File: config.mk
export PLATFORM = sky130hd
export DESIGN_NAME = result_writer
export DESIGN_NICKNAME = d
export VERILOG_FILES = /design/src/rtl/result_writer_pkg.sv /design/src/rtl/result_fifo.sv /design/src/rtl/result_writer.sv
export SDC_FILE = /design/constraint.sdc
export NUM_CORES = 1
export LEC_CHECK = 0
export CAP_MARGIN = 40
export CORE_MARGIN = 4
export CORE_UTILIZATION = 60
export DETAILED_ROUTE_END_ITERATION = 10
export GPL_TIMING_DRIVEN = 0
export PLACE_DENSITY_LB_ADDON = 0.05
export SKIP_LAST_GASP = 1
export SLEW_MARGIN = 20
export SYNTH_ARGS = -nofsm -noshare
export SYNTH_HDL_FRONTEND = slang
export SYNTH_HIERARCHICAL = 1
export SYNTH_SLANG_ARGS = --single-unit
File: constraint.sdc
create_clock -name clk -period 8 [get_ports clk]
set_input_delay 1.6 -clock clk [delete_from_list [all_inputs] [get_ports clk]]
set_output_delay 1.6 -clock clk [all_outputs]
set_load 0.02 [all_outputs]
File: src/rtl/result_writer_pkg.sv
// Shared types and helpers for the result_writer slice: FSM encoding, word geometry
// and the per-byte ReLU used when RESULT_WRITER_RELU_EN is defined.
package result_writer_pkg;

  localparam int unsigned RES_W  = 32;
  localparam int unsigned BYTE_W = 8;

  typedef enum logic [1:0] {
    StIdle = 2'd0,
    StRun  = 2'd1,
    StFin  = 2'd2
  } state_t;

  // Each byte is a signed result; negative bytes clamp to zero.
  function automatic logic [RES_W-1:0] relu_word(input logic [RES_W-1:0] w);
    logic [RES_W-1:0] r;
    r = w;
    for (int i = 0; i < int'(RES_W / BYTE_W); i++) begin
      if (w[i*BYTE_W + BYTE_W - 1]) r[i*BYTE_W +: BYTE_W] = '0;
    end
    return r;
  endfunction

endpackage

File: src/rtl/result_fifo.sv
// Synchronous FIFO with registered full/empty flags and a first-word-fall-through head.
// No bypass: a pop does not free a slot for a push in the same cycle.
module result_fifo #(
  parameter int unsigned DEPTH = 4,
  parameter int unsigned WIDTH = 32
) (
  input  logic             clk,
  input  logic             rst,
  input  logic             push,
  input  logic [WIDTH-1:0] push_data,
  input  logic             pop,
  output logic             full,
  output logic             empty,
  output logic [WIDTH-1:0] head
);

  localparam int unsigned PTR_W = $clog2(DEPTH);

  logic [WIDTH-1:0] r_mem [DEPTH];
  logic [PTR_W-1:0] r_wr_ptr;
  logic [PTR_W-1:0] r_rd_ptr;
  logic [PTR_W:0]   r_count;
  logic             r_full;
  logic             r_empty;
  logic [PTR_W:0]   w_count_d;
  logic             w_push;
  logic             w_pop;

  assign w_push = push && !r_full;
  assign w_pop  = pop && !r_empty;

  always_comb begin
    w_count_d = r_count + {{PTR_W{1'b0}}, w_push} - {{PTR_W{1'b0}}, w_pop};
  end

  always_ff @(posedge clk) begin
    if (!rst) begin
      r_wr_ptr <= '0;
      r_rd_ptr <= '0;
      r_count  <= '0;
      r_full   <= 1'b0;
      r_empty  <= 1'b1;
    end else begin
      if (w_push) r_wr_ptr <= r_wr_ptr + 1'b1;
      if (w_pop)  r_rd_ptr <= r_rd_ptr + 1'b1;
      r_count <= w_count_d;
      r_full  <= (w_count_d == (PTR_W+1)'(DEPTH));
      r_empty <= (w_count_d == '0);
    end
  end

  always_ff @(posedge clk) begin
    if (w_push) r_mem[r_wr_ptr] <= push_data;
  end

  assign full  = r_full;
  assign empty = r_empty;
  assign head  = r_mem[r_rd_ptr];

endmodule

File: src/rtl/result_writer.sv
// Writes packed 4x8-bit result words to consecutive output-memory addresses through a
// small FIFO; optional per-byte ReLU on the push path via RESULT_WRITER_RELU_EN.
module result_writer
  import result_writer_pkg::*;
#(
  parameter int unsigned ADDR_W = 8,
  parameter int unsigned DEPTH  = 4
) (
  input  logic              clk,
  input  logic              rst,
  input  logic              start,
  input  logic [ADDR_W-1:0] baseAddr,
  input  logic [ADDR_W-1:0] numWords,
  input  logic              resValid,
  input  logic [RES_W-1:0]  resIn,
  output logic              resReady,
  input  logic              memReady,
  output logic              memWrEn,
  output logic [ADDR_W-1:0] memAddr,
  output logic [RES_W-1:0]  memWrData,
  output logic              busy,
  output logic              done
);

  state_t            r_state;
  logic [ADDR_W-1:0] r_base;
  logic [ADDR_W-1:0] r_num;
  logic [ADDR_W-1:0] r_acc;
  logic [ADDR_W-1:0] r_wr;

  logic              w_full;
  logic              w_empty;
  logic [RES_W-1:0]  w_head;
  logic [RES_W-1:0]  w_push_data;
  logic              w_ready;
  logic              w_push;
  logic              w_wr_en;
  logic              w_pop;

  assign w_ready = (r_state == StRun) && !w_full && (r_acc < r_num);
  assign w_push  = resValid && w_ready;
  assign w_wr_en = (r_state == StRun) && !w_empty;
  assign w_pop   = w_wr_en && memReady;

`ifdef RESULT_WRITER_RELU_EN
  assign w_push_data = relu_word(resIn);
`else
  assign w_push_data = resIn;
`endif

  result_fifo #(
    .DEPTH (DEPTH),
    .WIDTH (RES_W)
  ) u_fifo (
    .clk       (clk),
    .rst       (rst),
    .push      (w_push),
    .push_data (w_push_data),
    .pop       (w_pop),
    .full      (w_full),
    .empty     (w_empty),
    .head      (w_head)
  );

  always_ff @(posedge clk) begin
    if (!rst) begin
      r_state <= StIdle;
      r_base  <= '0;
      r_num   <= '0;
      r_acc   <= '0;
      r_wr    <= '0;
    end else begin
      unique case (r_state)
        StIdle: begin
          if (start) begin
            r_base  <= baseAddr;
            r_num   <= numWords;
            r_acc   <= '0;
            r_wr    <= '0;
            r_state <= (numWords != '0) ? StRun : StFin;
          end
        end
        StRun: begin
          if (w_push) r_acc <= r_acc + 1'b1;
          if (w_pop) begin
            r_wr <= r_wr + 1'b1;
            // The numWords-th write handshake ends the run.
            if (r_wr == r_num - 1'b1) r_state <= StFin;
          end
        end
        StFin:   r_state <= StIdle;
        default: r_state <= StIdle;
      endcase
    end
  end

  assign resReady  = w_ready;
  assign memWrEn   = w_wr_en;
  assign memAddr   = r_base + r_wr;
  assign memWrData = w_wr_en ? w_head : '0;
  assign busy      = (r_state == StRun);
  assign done      = (r_state == StFin);

endmodule

# --- Word level (Yosys, flattened, before mapping) ---
# Memories as Yosys holds them, arrays and structs flattened. A register that Yosys moved wholly into a read port is not among the register bits.
# Cells that the tools add are included.
# W data, S select, Z words.
op_classes:
  addsub: 8
  n_mul: 0
  div: 0
  n_lt_le_gt_ge: 1
  eq_ne: 8
  n_shift: 0
  n_mux: 15
  bitwise_logic: 0
  reduce_logical: 17
ops:
  columns: ["op", "count"]
  rows:
  - ["$mux W32", 1]
  - ["$pmux W8 S2", 2]
  - ["$mux W8", 3]
  - ["$add A8 B1 Y8 const B", 2]
  - ["$mux W2", 6]
  - ["$reduce_and A3 Y1", 3]
  - ["$add A8 B8 Y8", 1]
  - ["$eq A8 B8 Y1", 1]
  - ["$lt A8 B8 Y1", 1]
  - ["$reduce_bool A8 Y1", 1]
  - ["$sub A8 B1 Y8 const B", 1]
  - ["$logic_and A1 B1 Y1", 7]
  - ["$ne A2 B1 Y1 const B", 3]
  - ["$add A2 B1 Y2 const B", 2]
  - ["$pmux W2 S2", 1]
  - ["$add A3 B1 Y3", 1]
  - ["$eq A3 B3 Y1 const B", 1]
  - ["$logic_not A3 Y1", 1]
  - ["$sub A3 B1 Y3", 1]
  - ["$eq A2 B1 Y1 const B", 1]
  - ["$eq A2 B2 Y1 const B", 1]
  - ["$logic_not A1 Y1", 2]
  - ["$logic_not A2 Y1", 1]
  - ["$mux W1", 2]
  - ["other kinds (3)", 3]
word_totals:
  regBits: 43
  latchBits: 0
  mem_bits_rw: 128
  rom_bits: 0
  input_bits: 53
  output_inout_bits: 44
  elab_cells: 60
  memories: 1
memory_table:
  columns: ["name", "depth", "word_bits", "read_ports", "rd_clocked_by_memory_dff", "wr", "line_no", "source"]
  rows:
  - ["u_fifo.r_mem", 4, 32, 1, 1, 1, "result_fifo.sv:19", "logic [WIDTH-1:0] r_mem [DEPTH];"]

# --- Depth between registers and ports, before layout ---
# Gate-level depths: netlist (run 1).
logic_depth:
  word_depth: 8
  ltp_mapped: 15
  mapped_depth_nobuf: 13

# --- Modules after synthesis ---
# The synthesis (run 1) kept the hierarchy.
modules_own_cells:
  columns: ["module", "instances", "cells_per_inst", "area_each_um2", "seq_area_each_um2"]
  rows:
  - ["result_fifo", 1, 215, 5167.5, 4063.9]
  - ["result_writer", 1, 298, 2384.8, 680.7]

# --- Worst setup path after synthesis (run 1) ---
# No wires, ideal clock.
synth_timing:
  kind: "input-to-reg"
  from: "in memReady"
  to: "reg u_fifo.r_full (netlist: u_fifo/full)"
  setup_time_ns: 0.061
  arrival_ns: 3.478
  required_time_ns: 7.939
  path_slack_ns: 4.461
  stages: 11
  n_path_buf: 0
  path_cell_list: "nand4bb_1 > inv_1 > nor2b_1 > ha_1 > inv_1 > ha_1 > inv_1 > fa_1 > xnor2_1 > xnor2_1 > and4b_1"
synth_between:
  elab_chain_len: 4
synth_lines:
  columns: ["element", "line_no", "source"]
  rows:
  - ["start, declared", "result_writer.sv:17", "input logic memReady,"]
  - ["$logic_and A1 B1 Y1", "result_writer.sv:43", "assign w_pop = w_wr_en && memReady;"]
  - ["via w_pop", "result_writer.sv:38", "logic w_pop;"]
  - ["$logic_and A1 B1 Y1", "result_fifo.sv:30", "assign w_pop = pop && !r_empty;"]
  - ["via u_fifo.w_pop", "result_fifo.sv:27", "logic w_pop;"]
  - ["$sub A3 B1 Y3", "result_fifo.sv:33", "w_count_d = r_count + {{PTR_W{1'b0}}, w_push} - {{PTR_W{1'b0}}, w_pop};"]
  - ["$eq A3 B3 Y1", "result_fifo.sv:47", "r_full <= (w_count_d == (PTR_W+1)'(DEPTH));"]
  - ["end signal, assigned", "result_fifo.sv:47", null]
  - ["end, declared", "result_fifo.sv:23", "logic r_full;"]
# The timed path passes the listed nets, and every way through them passes these cells.
# A chain may end at the register's enable or synchronous reset.

# --- Final worst setup path (run 1) ---
layout_timing:
  from: "reg r_state[0]"
  to: "out memWrData[29]"
layout_between:
  elab_chain_len: 3
layout_lines:
  columns: ["element", "line_no", "source"]
  rows:
  - ["start, declared", "result_writer.sv:25", "state_t r_state;"]
  - ["start signal, assigned", "result_writer.sv:67", "r_state <= StIdle;"]
  - ["start signal, assigned", "result_writer.sv:80", "r_state <= (numWords != '0) ? StRun : StFin;"]
  - ["start signal, assigned", "result_writer.sv:88", "if (r_wr == r_num - 1'b1) r_state <= StFin;"]
  - ["$eq A2 B1 Y1", "result_writer.sv:42", "assign w_wr_en = (r_state == StRun) && !w_empty;"]
  - ["$logic_and A1 B1 Y1", "result_writer.sv:42", null]
  - ["$mux W32", "result_writer.sv:100", "assign memWrData = w_wr_en ? w_head : '0;"]
  - ["end, declared", "result_writer.sv:20", "output logic [RES_W-1:0] memWrData,"]
# No other way between the ends.

==> run summary, run 1 <==
The total count of max-transition violations in the final report is 0, and the unique cell type count in the Yosys netlist is 52. At the end of routability-driven placement, the weighted congestion stood at 0.849. The placement-stage worst setup slack was 3700 ps; the ratio of final minimum period to clock period was 56.3%. 97 I/O pins were placed.

Power per cell area: 208 mW/mm^2. The final route contains 4503 vias. For this run, the post-layout net count is 710. The maximum fanout encountered on the critical timing path is 10, and the number of diodes is 0. Clock-pin slew was measured on the worst setup and hold paths at 60 ps.

Cell at the root of the clock tree: sky130_fd_sc_hd__clkbuf_16. The average instance in the mapped netlist occupies 14.7 sq um. The run gives 591 as the net count after synthesis. Synthesis inferred 173 register bits.

For the pin with the worst max-slew slack, the measured transition is 640 ps. Tracing the worst setup path back leads to its startpoint at r_state[0]$_SDFFE_PN0P_. The initial utilization of the core area, before any placement, comes to 62.1%. The run gives 0 as the setup fix buffers added after clock tree synthesis. After synthesis, flip-flops and latches occupy 62.8% of the total area. After technology mapping, the gate count stands at 513. Of the total power, the share spent switching nets is 21.5%.

Global routing used 21.7% of the available tracks. The maximum number of pins on one net before global-route repair was 27. The critical path in this run is classified as reg2out.

The tools report the hold path startpoint as r_base[4]$_SDFFE_PN0P_. The critical path startpoint category is a register. The later-pin clock latency in the skew report is 410 ps, and the number of DRC markers after the initial detailed-route iteration is 323. The number of enable-type register cells in the synthesized netlist is 128. Once routing completed, OpenROAD measured the worst setup slack at 3500 ps. The tools report the worst path required time as 6400 ps.

Per report_power, the clock group accounts for 39.8% of the total. The tree built by TritonCTS fans out to 173 sinks. Once detail routing completed, the nets flagged for antenna violations numbered 0. The die is 120 microns wide. The logs give 3.22 nW for the leakage power summed over all cells and 0 for the max-cap check violation count.

The die outline height was 120 microns. The largest clock skew in the final design is 8.79 ps. The pre-antenna-repair detailed-routing pass consisted of 4 iterations.

The tools report the remaining design rule violation count as 0. The highest clock frequency the design can meet is 0.222 GHz, and the minimum clock period is 4500 ps. The number of hold buffers added after cts was 0; the final instance area was 0.00937 sq mm.

The core region is 0.0122 sq mm. Internal power comes to 1.53 mW. TritonCTS built the clock tree. For the total CTS buffers, the log shows 17. Setup violations remaining at the end of the flow were counted as 0. Row count: 40.

The worst slew slack as a fraction of its limit was 57.1%. The logs give 0.419 mW for the switching power of the nets and 0.0144 sq mm for the full die area. The number of vias per cell came out at 5.54. Setup repair after global routing left no endpoint under its margin. The share of power burned in registers was 51.2%.

The critical path endpoint category is an output pin. Data on the critical path arrives at its endpoint at 2900 ps. The launch point of the worst reg-to-reg path was r_num[2]$_SDFFE_PN0P_. At the end of the flow the core is filled with cells to 77.0%. In this run the deepest clock path goes through 2 buffers.

After detailed routing, the total wire length is 14.8 mm. After global routing the overflow that remains totals 0. The first global-routing pass estimated 23.9 mm of wire. The library cell used most frequently in the layout, excluding fill and tap cells, is sky130_fd_sc_hd__edfxtp_1. Predominant post-synthesis flop cell: sky130_fd_sc_hd__edfxtp_1. The tools report the number of hold-slack violations in the final timing report as 0.

The number of global-route vias before repair is 4649. The logs give 0 for the initial antenna violation count and 0.116 mV for the largest voltage drop on the vdd net. On the final layout, the worst hold slack is 476 ps. The run finished with clean final reports.

The top cell types in the final layout, fill and taps aside, are sky130_fd_sc_hd__edfxtp_1 (128), sky130_fd_sc_hd__clkdlybuf4s50_1 (96), sky130_fd_sc_hd__dfxtp_1 (45). For this run, asynchronously set or reset flops after synthesis account for 0%. The wire-length estimate of the detail-placed layout is 10.3 mm. For this run, the number of Yosys warnings is 6.

Average routed wire per standard cell: 18.3 microns. The number of port buffers is 96, and the level count of the clock H-tree is 4. Once placement finished, the instance area stood at 0.00881 sq mm. Summed over all failing endpoints, the final setup total negative slack is 0 ps. The part of the total power dissipated in combinational logic came out at 9.0%. The worst hold-check path type was reg2reg. The mapped netlist covers 0.00755 sq mm.

The share of cells above drive strength 1 came out at 13.0%. In this run, post-CTS repair resized a total of 0 instances. From synthesis to final layout, the design area changed by 24.0%.
==> cell families (layout without fill, tap and decap cells) <==
| family | after synthesis | in the layout | synth area share (%) |
|---|---|---|---|
| AO/OA/AOI/OAI | 48 | 48 | 4.47 |
| XOR/XNOR | 32 | 32 | 3.71 |
| adder cells (fa/ha/maj) | 25 | 25 | 4.34 |
| buffers and inverters | 39 | 171 | 2.97 |
| flip-flops | 173 | 173 | 62.8 |
| multiplexers | 34 | 34 | 9.91 |
| AND/OR/NAND/NOR | 162 | 162 | 11.8 |
==> final timing paths <==
check                                 to  slack, ps  depth (start not counted)
setup / recovery           memWrData[29]       3500                          5
hold / removal    r_base[4]$_SDFFE_PN0P_        480                          2
setup reg to reg  u_fifo/full$_SDFF_PN0_       4820                         14
hold reg to reg   r_base[4]$_SDFFE_PN0P_        480                          2
==> power by group through the flow <==
| stage | clock network [mW] | registers, mW | logic [mW] |
|---|---|---|---|
| 6_report | 0.776 | 1.00 | 0.175 |
| 5_1_grt | 0.833 | 1.00 | 0.190 |
| 4_1_cts | 0.789 | 1.00 | 0.178 |
| 3_5_place_dp | 0 | 1.02 | 0.176 |
| 3_3_place_gp | 0 | 1.02 | 0.167 |
| 2_1_floorplan | 0 | 1.02 | 0.0942 |
==> worst max-delay path, stage by stage (launching register included) <==
cell and delay (ps):
sky130_fd_sc_hd__dfxtp_1 450, sky130_fd_sc_hd__nor2b_4 280, sky130_fd_sc_hd__nor2b_1 510, sky130_fd_sc_hd__clkbuf_1 420
sky130_fd_sc_hd__and2_1 220, sky130_fd_sc_hd__clkdlybuf4s50_1 610
==> layout make-up <==
class	instances	area, sq um
buffer	21	156
timing repair buffer	100	1040
clock inverter	13	124
tap	168	210
inverter	18	67.6
multi-input combinational	301	2590
sequential	173	4740
fill	773	2800
clock buffer	19	433
==> registers in the layout, indices dropped and copies added, names as in the netlist, named ones only <==
name,cells
u_fifo/r_rd_ptr,2
u_fifo/r_count,3
u_fifo/empty,1
r_acc,8
u_fifo/r_mem,128
u_fifo/full,1
r_num,8
r_base,8
r_wr,8
u_fifo/r_wr_ptr,2
r_state,2
==> per-layer routing <==
layer / global-route usage (%) / part of all wire (%) / up-vias
li1: - / - / 2136
met1: 25.3 / 41 / 2229
met2: 38.8 / 53 / 114
met3: 5.00 / 3.9 / 24
met4: 8.88 / 2.0 / 0
met5: 0 / 0 / -
==> Yosys cell counts, drive strengths merged, types with 6 or more instances <==
master | number | area share, %
edfxtp | 128 | 51
and2 | 46 | 3.8
dfxtp | 45 | 12
nand2 | 44 | 2.2
mux4 | 32 | 9.6
ha | 23 | 3.8
xnor2 | 23 | 2.7
nor2 | 22 | 1.1
a21boi | 18 | 1.8
inv | 18 | 0.89
buf | 11 | 1.6
clkbuf | 10 | 0.50
nand3 | 9 | 0.73
nor2b | 9 | 0.84
o21ai | 9 | 0.60
xor2 | 9 | 1.0
a21oi | 6 | 0.40
nand4 | 6 | 0.50
==> per-stage QoR <==
stage / power [mW] / instances
floorplan: 1.11 / 513
global placement: 1.18 / 777
detailed placement: 1.19 / 781
CTS: 1.97 / 813
global route: 2.03 / 813
finish: 1.95 / 813
No activity file was read; power rests on OpenSTA's default activity.
==> run 2, diff against run 1 <==
- CORE_UTILIZATION: 60 -> 50
- clock period: 8 -> 3.6 ns (I/O delays scaled with it)
==> run 2 against run 1 <==
Final cell count is 2.0% higher. Highest routed layer unchanged. Combinational power is 120% higher. Critical path depth is 5 higher. Clock power is 120% higher.
==> run summary, run 2 (synthesis gave the netlist of run 1 again) <==
Switching power of the nets: 0.922 mW (was 0.419 mW). Measured slew at the worst slew-check pin: 654 ps (was 640 ps). The worst hold-check path type is reg2reg (unchanged). The number of sinks handled by clock tree synthesis was 173 (unchanged); the maximum fanout encountered on the critical timing path was 6 (was 10). The number of global-route vias before repair was 4681 (was 4649); the die outline height was 131 microns (was 120 microns). The average routed wire per standard cell works out to 17.5 microns (was 18.3 microns).

The post-detailed-route count of antenna-violating nets came out at 0 (unchanged). The number of buffer and inverter stages on the critical path is 2 (unchanged), and the clock transition time at the flip-flop clock pins of the worst setup and hold paths is 60 ps (about the same). The overall global routing resource usage came out at 18.0% (was 21.7%). The worst path required time was 2880 ps (was 6400 ps); the ratio of final minimum period to clock period was 96.7%.

The maximum number of pins on one net before global-route repair came out at 23 (was 27). The global-route wire length before repair is 23.2 mm (was 23.9 mm). The power per cell area works out to 462 mW/mm^2 (was 208 mW/mm^2). The run gives 0.383 mV (was 0.116 mV) as the largest voltage drop on the vdd net. The fraction of power spent switching nets came out at 21.2% (was 21.5%). The tools report the internal power as 3.42 mW (was 1.53 mW). The deepest clock path buffer count came out at 2 (unchanged). TritonCTS built the clock tree.

Wire length after detailed routing: 14.5 mm (was 14.8 mm). The master of the slowest instance on the critical path was sky130_fd_sc_hd__clkdlybuf4s50_1 (unchanged). The minimum clock period is 3480 ps. Routability-driven placement congestion ratio: 0.785 (was 0.849).

The run gives 2760 ps (was 2900 ps) as the worst path arrival time. The run gives 0 (unchanged) as the initial antenna violation count. For the total CTS buffers, the log shows 17 (unchanged). Terminus of the critical flop-to-flop path: u_fifo/full$_SDFF_PN0_ (unchanged). Highest clock frequency the design can meet: 0.287 GHz. The logs give 0 (unchanged) for the number of hold-slack violations in the final timing report and 4 (unchanged) for the total iterations of the first detailed-routing run. The post-route core utilization was 64.3% (was 77.0%). The most frequent standard cell in the layout excluding fill and tap cells is sky130_fd_sc_hd__edfxtp_1 (unchanged). The number of diodes came out at 0 (unchanged).

Critical path startpoint category: a register (unchanged). The cell class contributing the biggest share of worst-path delay was buffers and inverters (unchanged). For the level count of the clock H-tree, the log shows 4 (unchanged).

The initial cell density of the core is 51.6% (was 62.1%). The run gives 0 (unchanged) as the setup fix buffers added after clock tree synthesis. Category of the most critical setup path: reg2out (unchanged). The tools report the HPWL reported at the end of detailed placement as 10.0 mm (was 10.3 mm).

For the aggregate negative setup slack, the log shows 0 ps (unchanged). For the share of power burned in the clock network, the log shows 39.9% (was 39.8%). Destination of the worst hold path: r_base[4]$_SDFFE_PN0P_ (unchanged). Cells along the critical path: ha_1 -> inv_1 -> fa_1 -> nor2b_1 -> o21a_1 -> o21ai_0 -> nand2b_1 -> a21oi_1 -> xnor2_1 -> clkdlybuf4s50_1 (was nor2b_4 -> nor2b_1 -> clkbuf_1 -> and2_1 -> clkdlybuf4s50_1).

The reg-to-reg setup timing slack came out at 360 ps (was 4820 ps). The delay of the slowest cell on the worst path was 630 ps (was 610 ps). The detailed-route via count was 4431 (was 4503). Row count: 44 (was 40).

The run finished with clean final reports. The launch point of the worst reg-to-reg path is r_num[2]$_SDFFE_PN0P_ (unchanged). Number of setup violations in the final report: 0 (unchanged). Total congestion overflow: 0 (unchanged). The tools report the full die area as 0.0171 sq mm (was 0.0144 sq mm). Depth of the worst register-to-register path: 14 (unchanged).

The layout-stage area growth over the synthesis result is 24.7% (was 24.0%). The cell count of the worst hold path came out at 2 (unchanged). The x dimension of the die came out at 131 microns (was 120 microns). The number of port buffers came out at 96 (unchanged).

Most frequent cells in the layout: sky130_fd_sc_hd__edfxtp_1 (128), sky130_fd_sc_hd__clkdlybuf4s50_1 (95), sky130_fd_sc_hd__dfxtp_1 (44) (was sky130_fd_sc_hd__edfxtp_1 (128), sky130_fd_sc_hd__clkdlybuf4s50_1 (96), sky130_fd_sc_hd__dfxtp_1 (45)). For the part of the total power dissipated in combinational logic, the log shows 9.0% (about the same). For the area of the placeable core, the log shows 0.0146 sq mm (was 0.0122 sq mm). The tools report the placement-stage cell area as 0.00885 sq mm (was 0.00881 sq mm). The tools report the final instance area as 0.00942 sq mm (was 0.00937 sq mm).

For the largest clock skew in the final design, the log shows 8.61 ps (was 8.79 ps). Worst slew slack as a fraction of its limit: 56.3% (was 57.1%). The remaining design rule violation count came out at 0 (unchanged). Setup repair after global routing could not meet its margin everywhere. The share of power burned in registers was 51.1% (was 51.2%); the number of DRC markers after the initial detailed-route iteration was 182 (was 323). The leakage power summed over all cells is 3.26 nW (was 3.22 nW). Hold path startpoint: r_base[4]$_SDFFE_PN0P_ (unchanged). Total count of max-transition violations in the final report: 0 (unchanged). The flip-flop count of the largest register after layout works out to 128 (unchanged). The tools report the later-pin clock latency in the skew report as 430 ps (was 410 ps). The final-stage net count came out at 710 (unchanged). For the number of top-level pins, the log shows 97 (unchanged). Register with the highest flop count: u_fifo/r_mem (unchanged).

The tools report the critical path endpoint category as an output pin (unchanged). Share of cells above drive strength 1: 13.5% (was 13.0%). The max-cap check violation count is 0 (unchanged), and the number of vias per cell is 5.34 (was 5.54). The cell at the root of the clock tree is sky130_fd_sc_hd__clkbuf_16 (unchanged).
-- run 2: layout make-up --
class | count | area, sq um
clock inverter | 9 | 97.6
inverter | 18 | 67.6
buffer | 21 | 160
fill | 1079 | 5230
timing repair buffer | 100 | 1070
tap | 184 | 230
clock buffer | 23 | 458
multi-input combinational | 301 | 2590
sequential | 173 | 4750
-- run 2: worst max path at each step --
stage,start,end,slack (ps),depth (start not counted)
3_5_place_dp,memReady,u_fifo/empty$_SDFF_PN1_,140,12
4_1_cts,r_wr[0]$_SDFFE_PN0P_,memAddr[6],30,10
6_report,r_wr[0]$_SDFFE_PN0P_,memAddr[6],120,10
2_1_floorplan,r_num[5]$_SDFFE_PN0P_,u_fifo/r_mem[0][0]$_DFFE_PP_,700,9
5_1_grt,r_wr[0]$_SDFFE_PN0P_,memAddr[6],-100,10
3_3_place_gp,resValid,u_fifo/r_mem[0][19]$_DFFE_PP_,-160,6
-- run 2: power groups by stage --
stage          clock network [mW]  logic [mW]  registers, mW
2_1_floorplan                   0       0.209           2.26
3_3_place_gp                    0       0.375           2.26
3_5_place_dp                    0       0.393           2.26
4_1_cts                      1.78       0.396           2.22
5_1_grt                      1.86       0.427           2.23
6_report                     1.73       0.391           2.22
-- run 2: metal layers --
layer  vias up  routed length (microns)  track usage (%)  share of wire (%)
met5         -                        0                0                  0
li1       2130                        -                -                  -
met1      2158                     6360             22.1                 44
met3        21                      638             4.39                4.4
met4         0                      274             7.26                1.9
met2       122                     7240             30.7                 50
-- run 2: tightest hold or removal path: stages, from the launching register on --
cell,delay (ps)
sky130_fd_sc_hd__dfxtp_1,310
sky130_fd_sc_hd__nand2_1,50
sky130_fd_sc_hd__a21boi_0,60
-- run 2: timing repair --
action	in CTS	in global routing
pin swaps	0	0
hold buffers	0	0
gates resized for setup	2	6
endpoints found under the setup margin	30	22
-- run 2: stage by stage --
stage / setup WS, ps / power (mW) / hold slack [ps] / std cells
floorplan: 700 / 2.47 / 448 / 513
global placement: -165 / 2.64 / 461 / 793
detailed placement: 135 / 2.66 / 467 / 797
CTS: 25.8 / 4.39 / 476 / 829
global route: -104 / 4.51 / 509 / 829
finish: 120 / 4.35 / 473 / 829
